$ cat src/rtl/led_seq_pkg.sv
// Purpose: shared types and constants for the LED pattern sequencer.
// Latency: n/a (declarations only).
// Backpressure: n/a.
package led_seq_pkg;

    // Sequencer control states; the completion pulse is a separate register.
    typedef enum logic {
        IDLE = 1'b0,
        RUN  = 1'b1
    } seq_state_t;

    // Morse "SOS" over 30 slots.
    // Set bits: 0,2,4 (S), 6-8,12-14,18-20 (O), 24,26,28 (S).
    localparam logic [29:0] SOS_PATTERN = 30'h151C_71D5;

    // Width of a channel-select field; at least one bit even for one channel.
    function automatic int sel_width(input int n);
        return (n > 1) ? $clog2(n) : 1;
    endfunction

endpackage

$ cat src/rtl/led_seq_tick.sv
// Purpose: slot-period prescaler; pulses tick once every div+1 clocks.
// Latency: tick is combinational from the counter; counter clears on tick or clr.
// Backpressure: none; clr holds the counter at zero.
//
// Ports: clk, rstn (async active-low), clr (synchronous clear),
//        div (period minus one), tick (high in the last cycle of a period).
module led_seq_tick #(
    parameter int DIV_W = 24
) (
    input  logic             clk,
    input  logic             rstn,
    input  logic             clr,
    input  logic [DIV_W-1:0] div,
    output logic             tick
);

    logic [DIV_W-1:0] cnt;

    // ">=" rather than "==" so that lowering div mid-period cannot leave the
    // counter above the new limit and force a full 2^DIV_W wrap.
    assign tick = (cnt >= div);

    always_ff @(posedge clk or negedge rstn) begin
        if (!rstn) begin
            cnt <= '0;
        end else if (clr || tick) begin
            cnt <= '0;
        end else begin
            cnt <= cnt + DIV_W'(1);
        end
    end

endmodule

$ cat src/rtl/led_sequencer.sv
// Purpose: plays a per-channel LEN-slot on/off pattern onto CH LEDs, one-shot or looping.
// Latency: start -> slot 0 on led/busy after one clk; each slot lasts div+1 clks.
// Backpressure: none; stop beats start beats tick, pattern writes are always accepted.
//
// Ports: clk, rstn (async active-low); div (slot period - 1); pat_we/pat_ch/pat_data
//        (pattern write, out-of-range channel ignored); start, stop, loop (latched on
//        start); busy (high in RUN), done (one-clk pulse at one-shot end), led[CH].
// Build option: define LED_SEQ_PWM_EN to add the pwm_duty input and dim every LED
//        with a free-running 8-bit PWM (on while counter < pwm_duty).
module led_sequencer
    import led_seq_pkg::*;
#(
    parameter int              CH       = 1,
    parameter int              LEN      = 30,
    parameter int              DIV_W    = 24,
    parameter logic [63:0]     INIT_PAT = 64'(SOS_PATTERN)
) (
    input  logic                      clk,
    input  logic                      rstn,
    input  logic [DIV_W-1:0]          div,
    input  logic                      pat_we,
    input  logic [sel_width(CH)-1:0]  pat_ch,
    input  logic [LEN-1:0]            pat_data,
    input  logic                      start,
    input  logic                      stop,
    input  logic                      loop,
    output logic                      busy,
    output logic                      done,
`ifdef LED_SEQ_PWM_EN
    input  logic [7:0]                pwm_duty,
`endif
    output logic [CH-1:0]             led
);

    localparam int CH_W   = sel_width(CH);
    localparam int SLOT_W = $clog2(LEN);

    seq_state_t          state;
    logic [SLOT_W-1:0]   slot;
    logic                loop_q;
    logic                tick;
    logic                tick_clr;
    logic                pwm_gate;
    logic [LEN-1:0]      pat     [CH];
    logic [LEN-1:0]      pat_nxt [CH];

    // Prescaler only runs in RUN; start/stop restart it so slot 0 gets a full period.
    assign tick_clr = (state != RUN) || start || stop;

    led_seq_tick #(
        .DIV_W (DIV_W)
    ) u_tick (
        .clk   (clk),
        .rstn  (rstn),
        .clr   (tick_clr),
        .div   (div),
        .tick  (tick)
    );

`ifdef LED_SEQ_PWM_EN
    logic [7:0] pwm_cnt;

    always_ff @(posedge clk or negedge rstn) begin
        if (!rstn) begin
            pwm_cnt <= '0;
        end else begin
            pwm_cnt <= pwm_cnt + 8'd1;
        end
    end

    // led is registered, so gate against the counter value of the coming cycle.
    assign pwm_gate = ((pwm_cnt + 8'd1) < pwm_duty);
`else
    assign pwm_gate = 1'b1;
`endif

    // Pattern contents as they will be after this edge; led is computed from this
    // so a write to the slot on display shows up in the same cycle as the new pattern.
    always_comb begin
        for (int c = 0; c < CH; c++) begin
            pat_nxt[c] = pat[c];
            if (pat_we && (pat_ch == CH_W'(c))) begin
                pat_nxt[c] = pat_data;
            end
        end
    end

    always_ff @(posedge clk or negedge rstn) begin
        if (!rstn) begin
            for (int c = 0; c < CH; c++) begin
                pat[c] <= INIT_PAT[LEN-1:0];
            end
        end else begin
            for (int c = 0; c < CH; c++) begin
                pat[c] <= pat_nxt[c];
            end
        end
    end

    function automatic logic [CH-1:0] led_bits(input logic [SLOT_W-1:0] s);
        logic [CH-1:0] v;
        for (int c = 0; c < CH; c++) begin
            v[c] = pat_nxt[c][s] & pwm_gate;
        end
        return v;
    endfunction

    always_ff @(posedge clk or negedge rstn) begin
        if (!rstn) begin
            state  <= IDLE;
            slot   <= '0;
            loop_q <= 1'b0;
            busy   <= 1'b0;
            done   <= 1'b0;
            led    <= '0;
        end else begin
            done <= 1'b0;
            if (stop) begin
                state <= IDLE;
                slot  <= '0;
                busy  <= 1'b0;
                led   <= '0;
            end else if (start) begin
                state  <= RUN;
                slot   <= '0;
                loop_q <= loop;
                busy   <= 1'b1;
                led    <= led_bits('0);
            end else if (state == RUN) begin
                if (tick && (slot == SLOT_W'(LEN - 1))) begin
                    if (loop_q) begin
                        slot <= '0;
                        led  <= led_bits('0);
                    end else begin
                        state <= IDLE;
                        slot  <= '0;
                        busy  <= 1'b0;
                        done  <= 1'b1;
                        led   <= '0;
                    end
                end else if (tick) begin
                    slot <= slot + SLOT_W'(1);
                    led  <= led_bits(slot + SLOT_W'(1));
                end else begin
                    led  <= led_bits(slot);
                end
            end else begin
                slot <= '0;
                busy <= 1'b0;
                led  <= '0;
            end
        end
    end

endmodule

$ cat config.mk
export PLATFORM = sky130hd
export DESIGN_NAME = led_sequencer
export DESIGN_NICKNAME = d
export VERILOG_FILES = /design/src/rtl/led_seq_pkg.sv /design/src/rtl/led_seq_tick.sv /design/src/rtl/led_sequencer.sv
export SDC_FILE = /design/constraint.sdc
export NUM_CORES = 1
export LEC_CHECK = 0
export CAP_MARGIN = 20
export CORE_UTILIZATION = 59
export CTS_BUF_LIST = sky130_fd_sc_hd__clkbuf_16
export DETAILED_ROUTE_END_ITERATION = 10
export GPL_ROUTABILITY_DRIVEN = 0
export PLACE_DENSITY = 0.88
export SKIP_CTS_REPAIR_TIMING = 1
export SLEW_MARGIN = 20
export SYNTH_ARGS = -nofsm -noshare
export SYNTH_HDL_FRONTEND = slang
export SYNTH_SLANG_ARGS = --single-unit
$ cat constraint.sdc
create_clock -name clk -period 8.1 [get_ports clk]
set_clock_uncertainty 0.15 [all_clocks]
set_input_delay 1.62 -clock clk [delete_from_list [all_inputs] [get_ports clk]]
set_output_delay 1.62 -clock clk [all_outputs]
set_load 0.02 [all_outputs]
* After elaboration in Yosys (flattened, before gate mapping) *
Cells that the tools add are included.
W data, S select, Z words.

word-level totals
  register bits after elaboration = 64
  latch bits = 0
  bits in writable memories = 0
  memory bits (read-only) = 0
  output and inout port bits = 3
  word-level logic and storage cells = 59
  memories kept = 0

cells by class
  $add $sub $neg = 2
  multipliers = 0
  div/mod/pow operators = 0
  order comparisons = 3
  equality and inequality tests = 4
  shifts and indexed selects = 0
  mux-type cells = 32
  bitwise logic cells = 3
  reduce and logical (&&, ||, !) cells = 7

operator list
  kind                     number
  $mux W30                 1
  $mux W5                  5
  $add A24 B1 Y24 const B  1
  $ge A24 B24 Y1           1
  $mux W24                 1
  $mux W1                  23
  $lt A5 B6 Y1 const B     2
  $bmux W1 S5              2
  $add A5 B1 Y5 const B    1
  $eq A5 B5 Y1 const B     1
  $ne A5 B3 Y1 const B     1
  $ne A4 B3 Y1 const B     1
  $ne A4 B4 Y1 const B     1
  $reduce_and A2 Y1        2
  $logic_or A1 B1 Y1       3
  $not A1 Y1               3
  $logic_and A1 B1 Y1      2

* Longest topological paths before layout *
  depth in word-level cells = 10
  mapped depth = 11
  gate-level depth less buffers = 9

* Cells and area by module *
From an unflattened synthesis, not the netlist that was laid out.

unflattened totals
  cells, all modules = 415
  area total of the unflattened synthesis = 4381.7 um^2

modules (own cells, without submodules)
  module         times used  cells an instance  area each (um^2)  sequential area each (um^2)
  led_sequencer  1           214                2408.6            1019.7
  led_seq_tick   1           201                1973.1            600.6

* Least setup slack after synthesis *
No wires, ideal clock.

  kind = in2reg
  from = input port pat_we
  to = register led
  setup time = 0.126 ns
  data arrival time = 3.596 ns
  required time = 7.824 ns
  setup slack = 4.228 ns
  cell stages on the path = 8
  path through = nor2b_4 buf_8 mux2_2 mux2_2 o221ai_1 a2111oi_1 or4_1 a221o_1

RTL lines
  item                  RTL line              RTL
  from (decl)           led_sequencer.sv:21   input logic pat_we,
  to (signal assigned)  led_sequencer.sv:128  led <= led_bits('0);
  to (signal assigned)  led_sequencer.sv:133  led <= led_bits('0);
  to (signal assigned)  led_sequencer.sv:143  led <= led_bits(slot + SLOT_W'(1));
  to (decl)             led_sequencer.sv:32   output logic [CH-1:0] led

==> flow_summary.json <==
{
  "status": "completed",
  "ys_ff_latch": 64,
  "synth.area.top_cells": "dfrtp_1 30%, dfstp_2 9.7%, ha_1 8.3%",
  "max_freq_mhz": 212,
  "port-buffer-count": 63,
  "dieArea_um2": 7260,
  "p_seq_share_pct": 41.4,
  "syn_to_final_growth_pct": 22.8,
  "power_density_nw_per_um2": 173,
  "p_int_uw": 675,
  "muxShareOfSynthArea_pct": 10.5,
  "grt_pass1_vias": 3442,
  "clkPwrFrac_pct": 45.6,
  "wire_per_inst_um": 17.5,
  "yosysWarnings": 0,
  "grt_max_degree": 65,
  "antenna_cells": 0,
  "drv_slew": 0,
  "via_per_inst": 6.16,
  "core_area_um2": 6530,
  "hold_path.class": "reg2reg",
  "vdd_drop_max_mv": 0.124,
  "synth_top_family_by_area": "simple AND/OR/NAND/NOR gates",
  "slew_headroom_pct": 35.7,
  "synth_nets": 518,
  "multi_input_area_um2": 2180,
  "fillCellCount": 441,
  "tns_ns": 0,
  "synthesis.instances": 430,
  "drt_wl_total_um": 9980,
  "ff_latch_area_um2": 1620,
  "period_share_pct": 58.2,
  "io_pins": 64,
  "finalHoldViolCount": 0,
  "synthAdderAreaFrac_pct": 8.27,
  "ff2ff_path_depth": 7,
  "nNetsFinal": 577,
  "layout-drive-gt1-share_pct": 11.7,
  "yosysSeqAreaShare_pct": 39.7,
  "synth_area_um2": 4080,
  "die_w_um": 85.2,
  "clock_path_buffers": 2,
  "insertion_delay_ns": 0.32,
  "firstDrtPassIters": 5,
  "gr-total-overflow": 0,
  "grt_pass1_wl_um": 16400,
  "drtIter0Drc": 430,
  "crit_fanout": 30,
  "cts_tree": "yes",
  "grt_usage_pct": 29.1,
  "die_y_um": 85.2,
  "synth-async-reset-ratio_pct": 100,
  "num_rows": 29,
  "synth-main-ff-cell": "dfrtp_1",
  "cts-buffers-inserted": 9,
  "worst_pin_slew_ns": 0.962,
  "combPwrFrac_pct": 13.0,
  "dp_cells": 555,
  "crit_arrival_ns": 4.77,
  "critPathLaunchType": "input port",
  "switching_share_pct": 22.4,
  "switching_power_uw": 195,
  "post-route-min-period_ns": 4.71,
  "antenna_found_initial": 0,
  "setup_viol": 0,
  "synthXorXnorAreaFrac_pct": 5.79,
  "path_class": "in2reg",
  "endpoint_kind": "flip-flop",
  "postSynthAreaPerCell_um2": 9.50,
  "dp_hpwl_um": 6640,
  "yosys.area_share.simple_pct": 15.6,
  "ant_nets": 0,
  "synth_top_cell_by_area": "dfrtp_1",
  "root_buffer": "clkbuf_16",
  "synth_edf_count": 0,
  "worstPathRequired_ns": 8.16,
  "initial_utilization_pct": 62.5,
  "maxCapViolations": 0,
  "hold_depth": 1,
  "synth.distinct_cells": 54,
  "numClockSinks": 64,
  "yosysTopAreaCellShare_pct": 30.0,
  "p_leak_uw": 0.00224,
  "num_vias": 3517,
  "fin_cells": 571,
  "rsz0062_at_grt": "no",
  "synth-compound-area-share_pct": 13.1,
  "htree_levels": 3,
  "drc": 0,
  "clk_pin_slew_ns": 0.05
}
-- per-stage QoR --
| step | utilization (%) | setup WS (ns) | hold WS [ns] | total power, µW | cell area (µm²) |
|---|---|---|---|---|---|
| finish | 76.8 | 3.39 | 0.333 | 870 | 5020 |
| global route | 76.8 | 3.25 | 0.354 | 901 | 5020 |
| CTS | 76.7 | 3.43 | 0.337 | 873 | 5010 |
| detailed placement | 72.0 | 3.08 | 0.330 | 475 | 4710 |
| global placement | 72.0 | 3.15 | 0.318 | 470 | 4710 |
| floorplan | - | 4.23 | 0.296 | 424 | 4080 |
-- registers in the layout, summed over array words and instances, names as in the netlist --
register and cells:
slot 5, busy 1, state 1, led 1
pat 30, u_tick.cnt 24, done 1, loop_q 1
-- layer usage --
layer / GRT usage [%] / up-vias / part of all wire (%)
li1: - / 1622 / -
met1: 39.5 / 1677 / 43
met2: 45.3 / 184 / 46
met3: 7.49 / 34 / 8.2
met4: 10.5 / 0 / 2.4
met5: 0 / - / 0
-- power groups by stage --
stage / Sequential, µW / Clock [µW] / Combinational [µW]
after floorplan: 363 / 0 / 60.9
after global placement: 363 / 0 / 106
after detailed placement: 365 / 0 / 111
after CTS: 360 / 400 / 113
after global routing: 362 / 416 / 124
final: 360 / 396 / 113
-- Yosys cell counts, types with 2 or more instances --
cell type and number:
a211oi_1 3, a21o_1 2, a21oi_1 15, a221oi_1 2, a22o_1 2, a22oi_1 7, a31oi_1 3, and2_1 4
and3_1 5, buf_12 2, buf_2 3, clkbuf_1 10, dfrtp_1 49, dfstp_2 15, ha_1 27, inv_1 48
mux2_2 20, mux2i_1 19, nand2_1 31, nand2b_1 3, nand3_1 12, nand4_1 11, nor2_1 46, nor2b_1 5
nor3_1 6, nor4_1 3, o2111ai_1 4, o211ai_1 4, o21a_1 2, o21ai_0 6, o221ai_1 4, o22ai_1 5
o311ai_0 2, o31ai_1 2, or2_2 4, xnor2_1 14, xor2_1 13
-- worst max-delay path, cell delays in order --
cell and delay [ns]:
clkdlybuf4s50_1 0.45, nor2b_4 0.78, mux2_2 0.45, mux2_2 0.28, o221ai_1 0.17, a2111oi_1 0.11
or4_1 0.53, a221o_1 0.37
-- kinds of logic after synthesis --
family | Yosys count
AND/OR/NAND/NOR | 134
AO/OA/AOI/OAI | 74
buffers and inverters | 64
flip-flops | 64
multiplexers | 40
XOR/XNOR | 27
adder cells (fa/ha/maj) | 27
-- cells in the final DEF, fill, tap and decap left out, types with 2 or more instances in the layout --
cell / instances
o21ai_0: 6
dfrtp_1: 49
o311ai_0: 2
o21a_1: 2
mux2i_1: 19
and3_1: 5
nand3_1: 11
nor2b_1: 5
a21o_1: 2
nor3_1: 6
inv_1: 50
o211ai_1: 4
o31ai_1: 2
nand4_1: 11
o2111ai_1: 4
a21oi_1: 15
a22o_1: 2
a22oi_1: 7
bufinv_16: 2
mux2_2: 20
dfstp_2: 15
nand2_1: 31
clkbuf_16: 9
xor2_1: 13
o22ai_1: 5
nor2_1: 46
nor4_1: 3
clkdlybuf4s50_1: 62
xnor2_1: 14
and2_1: 4
clkinv_1: 2
a211oi_1: 3
nand2b_1: 3
a31oi_1: 3
or2_2: 4
ha_1: 27
a221oi_1: 2
o221ai_1: 4
-- layout make-up --
cell class | instances | area share, %
Clock inverter | 7 | 1.60
Timing Repair Buffer | 64 | 12.6
Tap cell | 77 | 1.92
Multi-Input combinational cell | 302 | 43.5
Inverter | 48 | 3.59
Sequential cell | 64 | 32.3
Clock buffer | 9 | 4.49
-- path summary, 6_finish.rpt --
kind	startpoint	to	slack [ns]
min in group asynchronous	rstn	u_tick.cnt[4]	1.32
max in group asynchronous	rstn	pat[3]	5.94
worst min register to register	u_tick.cnt[0]	u_tick.cnt[0]	0.33
worst min-delay path	u_tick.cnt[0]	u_tick.cnt[0]	0.33
worst max-delay path	pat_we	led	3.39
worst max register to register	slot[0]	led	4.41
No activity file was read; power rests on OpenSTA's default activity.
